$ cat src/rtl/mem_port_arbiter.sv
// mem_port_arbiter: shares one single-port, multi-cycle memory between the
// FETCH stage (instruction reads) and the MEMORY stage (loads/stores).
// Data accesses win over instruction fetches. A served bit per requester
// keeps a request that stays high during a freeze from being served twice.
// stopCPU holds the pipeline until every request of the step is served.
module mem_port_arbiter #(
   parameter int ADDR_W  = 32,
   parameter int DATA_W  = 32,
   parameter int TIMEOUT = 255
) (
   input  logic              clk,
   input  logic              rst_n,
   input  logic              ifReq,
   input  logic [ADDR_W-1:0] ifAddr,
   output logic [DATA_W-1:0] ifRdata,
   input  logic              dmReq,
   input  logic              dmWe,
   input  logic [ADDR_W-1:0] dmAddr,
   input  logic [DATA_W-1:0] dmWdata,
   output logic [DATA_W-1:0] dmRdata,
   output logic              memReq,
   output logic              memWe,
   output logic [ADDR_W-1:0] memAddr,
   output logic [DATA_W-1:0] memWdata,
   input  logic [DATA_W-1:0] memRdata,
   input  logic              memAck,
   output logic              stopCPU,
   output logic              memErr
);

   localparam int CNT_W = (TIMEOUT > 1) ? $clog2(TIMEOUT + 1) : 1;

   typedef enum logic [1:0] {
      ST_IDLE   = 2'b00,
      ST_BUSY_D = 2'b01,
      ST_BUSY_I = 2'b10
   } state_t;

   state_t              r_state;
   state_t              w_state_nxt;
   logic [CNT_W-1:0]    r_cnt;
   logic                r_mem_req;
   logic                r_mem_we;
   logic [ADDR_W-1:0]   r_mem_addr;
   logic [DATA_W-1:0]   r_mem_wdata;
   logic [DATA_W-1:0]   r_if_rdata;
   logic [DATA_W-1:0]   r_dm_rdata;
   logic                r_mem_err;
   logic                r_if_served;
   logic                r_dm_served;

   logic                w_if_pend;
   logic                w_dm_pend;
   logic                w_stop;
   logic                w_cnt_last;
   logic                w_grant_d;
   logic                w_grant_i;
   logic                w_done;
   logic                w_busy;
   logic [DATA_W-1:0]   w_rd_data;

   // A requester is pending while it asks and has not yet been served this step.
   assign w_if_pend  = ifReq & ~r_if_served;
   assign w_dm_pend  = dmReq & ~r_dm_served;
   assign w_stop     = w_if_pend | w_dm_pend;
   assign w_busy     = (r_state == ST_BUSY_D) || (r_state == ST_BUSY_I);
   // The last busy cycle before a forced completion: memReq stays up exactly TIMEOUT cycles.
   assign w_cnt_last = (r_cnt == CNT_W'(TIMEOUT - 1));
   // A timed-out access completes with all-zero read data.
   assign w_rd_data  = memAck ? memRdata : {DATA_W{1'b0}};

   // State register.
   always_ff @(posedge clk or negedge rst_n) begin
      if (!rst_n) begin
         r_state <= ST_IDLE;
      end else begin
         r_state <= w_state_nxt;
      end
   end

   // Next-state logic plus grant/completion strobes for the datapath.
   always_comb begin
      w_state_nxt = r_state;
      w_grant_d   = 1'b0;
      w_grant_i   = 1'b0;
      w_done      = 1'b0;
      case (r_state)
         ST_IDLE: begin
            if (w_dm_pend) begin
               w_state_nxt = ST_BUSY_D;
               w_grant_d   = 1'b1;
            end else if (w_if_pend) begin
               w_state_nxt = ST_BUSY_I;
               w_grant_i   = 1'b1;
            end else begin
               w_state_nxt = ST_IDLE;
            end
         end
         ST_BUSY_D, ST_BUSY_I: begin
            if (memAck || w_cnt_last) begin
               w_state_nxt = ST_IDLE;
               w_done      = 1'b1;
            end else begin
               w_state_nxt = r_state;
            end
         end
         default: begin
            w_state_nxt = ST_IDLE;
         end
      endcase
   end

   // Memory handshake registers: latched on grant, stable while busy.
   always_ff @(posedge clk or negedge rst_n) begin
      if (!rst_n) begin
         r_mem_req   <= 1'b0;
         r_mem_we    <= 1'b0;
         r_mem_addr  <= {ADDR_W{1'b0}};
         r_mem_wdata <= {DATA_W{1'b0}};
      end else if (w_grant_d) begin
         r_mem_req   <= 1'b1;
         r_mem_we    <= dmWe;
         r_mem_addr  <= dmAddr;
         r_mem_wdata <= dmWdata;
      end else if (w_grant_i) begin
         r_mem_req   <= 1'b1;
         r_mem_we    <= 1'b0;
         r_mem_addr  <= ifAddr;
      end else if (w_done) begin
         r_mem_req   <= 1'b0;
      end
   end

   // Busy-cycle counter used for the acknowledge timeout.
   always_ff @(posedge clk or negedge rst_n) begin
      if (!rst_n) begin
         r_cnt <= {CNT_W{1'b0}};
      end else if (w_grant_d || w_grant_i || w_done) begin
         r_cnt <= {CNT_W{1'b0}};
      end else if (w_busy) begin
         r_cnt <= r_cnt + CNT_W'(1);
      end
   end

   // Read-data holding registers; stores leave the load data untouched.
   always_ff @(posedge clk or negedge rst_n) begin
      if (!rst_n) begin
         r_if_rdata <= {DATA_W{1'b0}};
         r_dm_rdata <= {DATA_W{1'b0}};
      end else if (w_done && (r_state == ST_BUSY_I)) begin
         r_if_rdata <= w_rd_data;
      end else if (w_done && (r_state == ST_BUSY_D) && !r_mem_we) begin
         r_dm_rdata <= w_rd_data;
      end
   end

   // Sticky error flag, set by any forced (timed-out) completion.
   always_ff @(posedge clk or negedge rst_n) begin
      if (!rst_n) begin
         r_mem_err <= 1'b0;
      end else if (w_done && !memAck) begin
         r_mem_err <= 1'b1;
      end
   end

   // Served bits: set on completion, cleared whenever the pipeline advances.
   always_ff @(posedge clk or negedge rst_n) begin
      if (!rst_n) begin
         r_if_served <= 1'b0;
         r_dm_served <= 1'b0;
      end else begin
         if (w_done && (r_state == ST_BUSY_I)) begin
            r_if_served <= 1'b1;
         end else if (!w_stop) begin
            r_if_served <= 1'b0;
         end
         if (w_done && (r_state == ST_BUSY_D)) begin
            r_dm_served <= 1'b1;
         end else if (!w_stop) begin
            r_dm_served <= 1'b0;
         end
      end
   end

   assign memReq   = r_mem_req;
   assign memWe    = r_mem_we;
   assign memAddr  = r_mem_addr;
   assign memWdata = r_mem_wdata;
   assign ifRdata  = r_if_rdata;
   assign dmRdata  = r_dm_rdata;
   assign memErr   = r_mem_err;
   assign stopCPU  = w_stop;

endmodule

$ cat config.mk
export PLATFORM = sky130hd
export DESIGN_NAME = mem_port_arbiter
export DESIGN_NICKNAME = d
export VERILOG_FILES = /design/src/rtl/mem_port_arbiter.sv
export SDC_FILE = /design/constraint.sdc
export NUM_CORES = 1
export LEC_CHECK = 0
export ABC_AREA = 1
export CORE_MARGIN = 2
export CORE_UTILIZATION = 46
export DETAILED_ROUTE_END_ITERATION = 10
export PLACE_DENSITY = 0.86
export SLEW_MARGIN = 40
export SYNTH_ARGS = -nofsm -noshare
export SYNTH_HDL_FRONTEND = slang
export SYNTH_SLANG_ARGS = --single-unit
export TNS_END_PERCENT = 10
$ cat constraint.sdc
create_clock -name clk -period 4.9 [get_ports clk]
set_clock_uncertainty 0.05 [all_clocks]
set_input_delay 1.47 -clock clk [delete_from_list [all_inputs] [get_ports clk]]
set_output_delay 1.47 -clock clk [all_outputs]
set_load 0.01 [all_outputs]
---- Word-level counts from Yosys, hierarchy flattened ----
Cells that the tools add are included.
storage, ports and cells
  flip-flop bits (word level) ............. 143
  logic and storage cells ................. 64
operators by class
  reduce and logical (&&, ||, !) cells .... 16
  equal/unequal tests ..................... 6
  $add $sub $neg .......................... 1
  multiplexer cells ....................... 24
  bitwise gates (word level) .............. 6
operators with widths
  operator             count
  $mux 32              3
  $mux 8               2
  $mux 1               15
  $add 8x1->8 const B  1
  $eq 8x8->1 const B   1
  $mux 2               3
  $logic_and 1x1->1    4
  $logic_or 1x1->1     4
  $ne 2x1->1 const B   2
  $pmux 2 s2           1
  $reduce_bool 2->1    2
  $not 1->1            3
  $reduce_bool 3->1    1
  $and 1x1->1          2
  $eq 2x1->1 const B   1
  $eq 2x2->1 const B   1
  $logic_not 1->1      2
  $logic_not 2->1      1
  $ne 2x2->1 const B   1
  $reduce_and 2->1     1
  $reduce_or 2->1      1
  $or 1x1->1           1

---- Logic depth before layout (Yosys ltp) ----
  word-level depth ........................ 8
  gate-level depth with buffers ........... 11
  mapped depth without buffers ............ 10

---- Worst setup path after synthesis ----
No wires, ideal clock.
  path type ............................... input-to-output
  from .................................... input port dmReq
  to ...................................... output port stopCPU
  required time ........................... 3380 ps
  stages .................................. 2
  slack ................................... 1713 ps
  arrival ................................. 1667 ps
  path buffers ............................ 0
  cell sequence ........................... nand2_1 > nand2_1
between the ends
  cells in the longest elaborated chain, start to end .. 2
RTL lines
  element      RTL line  text
  from (decl)  16        input logic dmReq,
  $and 1x1->1  64        assign w_dm_pend = dmReq & ~r_dm_served;
  $or 1x1->1   65        assign w_stop = w_if_pend | w_dm_pend;
  to (decl)    27        output logic stopCPU,
No other way between the ends.

---- Final worst setup path ----
  from .................................... input port ifReq
  to ...................................... output port stopCPU
between the ends
  cells in the longest elaborated chain, start to end .. 2
RTL lines
  element      RTL line  text
  from (decl)  13        input logic ifReq,
  $and 1x1->1  63        assign w_if_pend = ifReq & ~r_if_served;
  $or 1x1->1   65
No other way between the ends.

==> run metrics <==
core area 0.0133 mm2; Ys Warns 0; R2R Path Start r_state[1]; starting density of the core 47.4%; Fmax ~230 MHz; grt ovf 0; Initial DRC Count 466; fin crit period 4260 ps; RSZ-0062 raised after global routing no; vias in the first global route 5,962; post-synthesis cell type count 25; WS Path Type input pin to primary output; Layout area overhead 53.4%; row count 42; Cells after Synth 779; WHS approximately 420 ps; first-pass GRT wire length 29.9 mm; Hold/Removal Path Class register to register; max_cap viols 0; initial antenna violation count 0; Die X-Extent ~120 um; worst-margin pin slew 741 ps; critical path arrival 2740 ps; status finished, final reports clean; final setup fails 0; Leak ~4.8 nW; Post-CTS Setup Inserts 0; most common cell in the netlist nand2_1; Final nets 1,167; DP HPWL 12.6 mm; Placer Congestion 0.826; WL final 18.9 mm; vias 6,178; CTS tree yes; Die Footprint 0.0147 mm2; ANT cells 0; crit end category primary output; Post-Place Cells 1,185; Slew headroom 50.5%; DRC errors left 0; share of layout cells above drive strength 1 5.19%; gr usage total 26.3%; number of flops mapped to enable cells by yosys 0; Synth Net Count 918; PwrDens 592 mW/mm2; DRT Pass-1 Iters 5; Top FF cell, synth dfrtp_1; die height between 100 and 150 um; flop2flop setup slack approximately 2500 ps; TritonCTS Buffers 17; critical path launch point type input pin; Avg Cell Area, Syn 8.12 um2; final hold vios 0; top-area cell type share of the netlist area 56.6%; antenna-violating nets left 0; wire length per cell approximately 16 um; clk slew on worst S/H paths about 50 ps; part of the Yosys area used for sequential elements between 50% and 60%; hold path startpoint ifRdata[9]; final worst path period share 86.9%; hold depth 2; #FFs+latches synth 143; Total Power 5.74 mW; Ports approximately 270; largest area contributor in the synthesized netlist dfrtp_1; Area contributors post-synth dfrtp_1 (57%), nand2_1 (21%), nand4_1 (3.6%), o21ai_0 (3.2%), inv_1 (3.0%); Setup TNS Final 0 ps; Post-Layout Cell Count 1,217; drt via density 5.08; largest net degree at the start of global routing 87; Skew-Pair Late Insertion Delay 410 ps; cts hold-fix bufs 0; R2R depth 7; root buffer cell clkbuf_16; H-tree depth 4; maximum fanout along the worst path 3; Synth async-reset ratio 100%; post_cts resized 0; clock sinks 143; Peak VDD IR 0.327 mV; Port-buffer cells 265; Post-Syn Area around 0.0063 mm2; Hold Path End ifRdata[9]; clock buffer depth 2; fin. max-slew vios 0; fillers 997; r2r endpoint ifRdata[13]; required time of the critical path 3380 ps; Synth top cells by count nand2_1 (360), dfrtp_1 (143), inv_1 (51), nor2_1 (51), o21ai_0 (40)
## through the flow
stage,utilization [%],cell area [um2],setup slack (ps)
final,72.7,9700,641
after detailed placement,68.0,9080,669
after global placement,68.0,9070,669
after floorplan,-,6330,1710
after CTS,72.6,9700,670
after global routing,72.7,9700,587
## power breakdown
group          switching [mW]  internal, mW  leakage, nW
Clock                   0.489         0.854        0.295
Combinational            1.32          1.18         2.73
Sequential              0.257          1.64         1.83
Total                    2.07          3.68         4.85
## flip-flops by register name (all words and copies together), names as in the netlist, 2 cells and up
register,count
dmRdata,32
ifRdata,32
memAddr,32
memWdata,32
r_cnt,8
r_state,2
## critical path: stages
cell and delay [ps]:
clkdlybuf4s50_1 450, nand2_1 110, nand2_1 110, clkdlybuf4s50_1 600
## cell families after synthesis
kind of cell / after synthesis / synth area share, %
flip-flops: 143 / 56.6
buffers and inverters: 97 / 6.67
AO/OA/AOI/OAI: 65 / 5.78
AND/OR/NAND/NOR: 469 / 30.0
adder cells (fa/ha/maj): 5 / 0.989
## per-layer routing
layer  part of all wire, %  GRT usage [%]
met5                     0              0
met4                   2.4           11.2
met3                    10           8.51
met2                    49           42.9
met1                    39           32.0
## cell type report
| type | instances | area [um2] | area share (%) |
|---|---|---|---|
| Timing Repair Buffer | 275 | 2740 | 28.3 |
| Sequential cell | 143 | 3580 | 36.9 |
| Multi-Input combinational cell | 539 | 2340 | 24.2 |
| Inverter | 52 | 198 | 2.04 |
| Clock inverter | 9 | 131 | 1.35 |
| Clock buffer | 23 | 488 | 5.03 |
| Tap cell | 176 | 220 | 2.27 |
## how the worst max path moves through the flow
| stage | slack (ps) | endpoint | cells past startpoint | from |
|---|---|---|---|---|
| after floorplan | 1710 | stopCPU | 2 | dmReq |
| after global placement | 670 | stopCPU | 4 | ifReq |
| after detailed placement | 670 | stopCPU | 4 | ifReq |
| after CTS | 670 | stopCPU | 4 | ifReq |
| after global routing | 590 | stopCPU | 4 | ifReq |
| final | 640 | stopCPU | 4 | ifReq |
## cell usage in the layout, fill, tap and decap left out, types with 4 or more instances in the layout
cell             synthesis  routed
a21oi_1                  4       4
a31oi_1                 18      18
buf_4                    6       9
clkbuf_16                0      17
clkbuf_8                 0       5
clkdlybuf4s50_1          0     264
dfrtp_1                143     143
ha_1                     5       5
inv_1                   51      51
nand2_1                360     359
nand2_2                  5       6
nand3_1                 11      11
nand4_1                 36      36
nor2_1                  51      49
o21ai_0                 40      40
No activity file was read; power rests on OpenSTA's default activity.
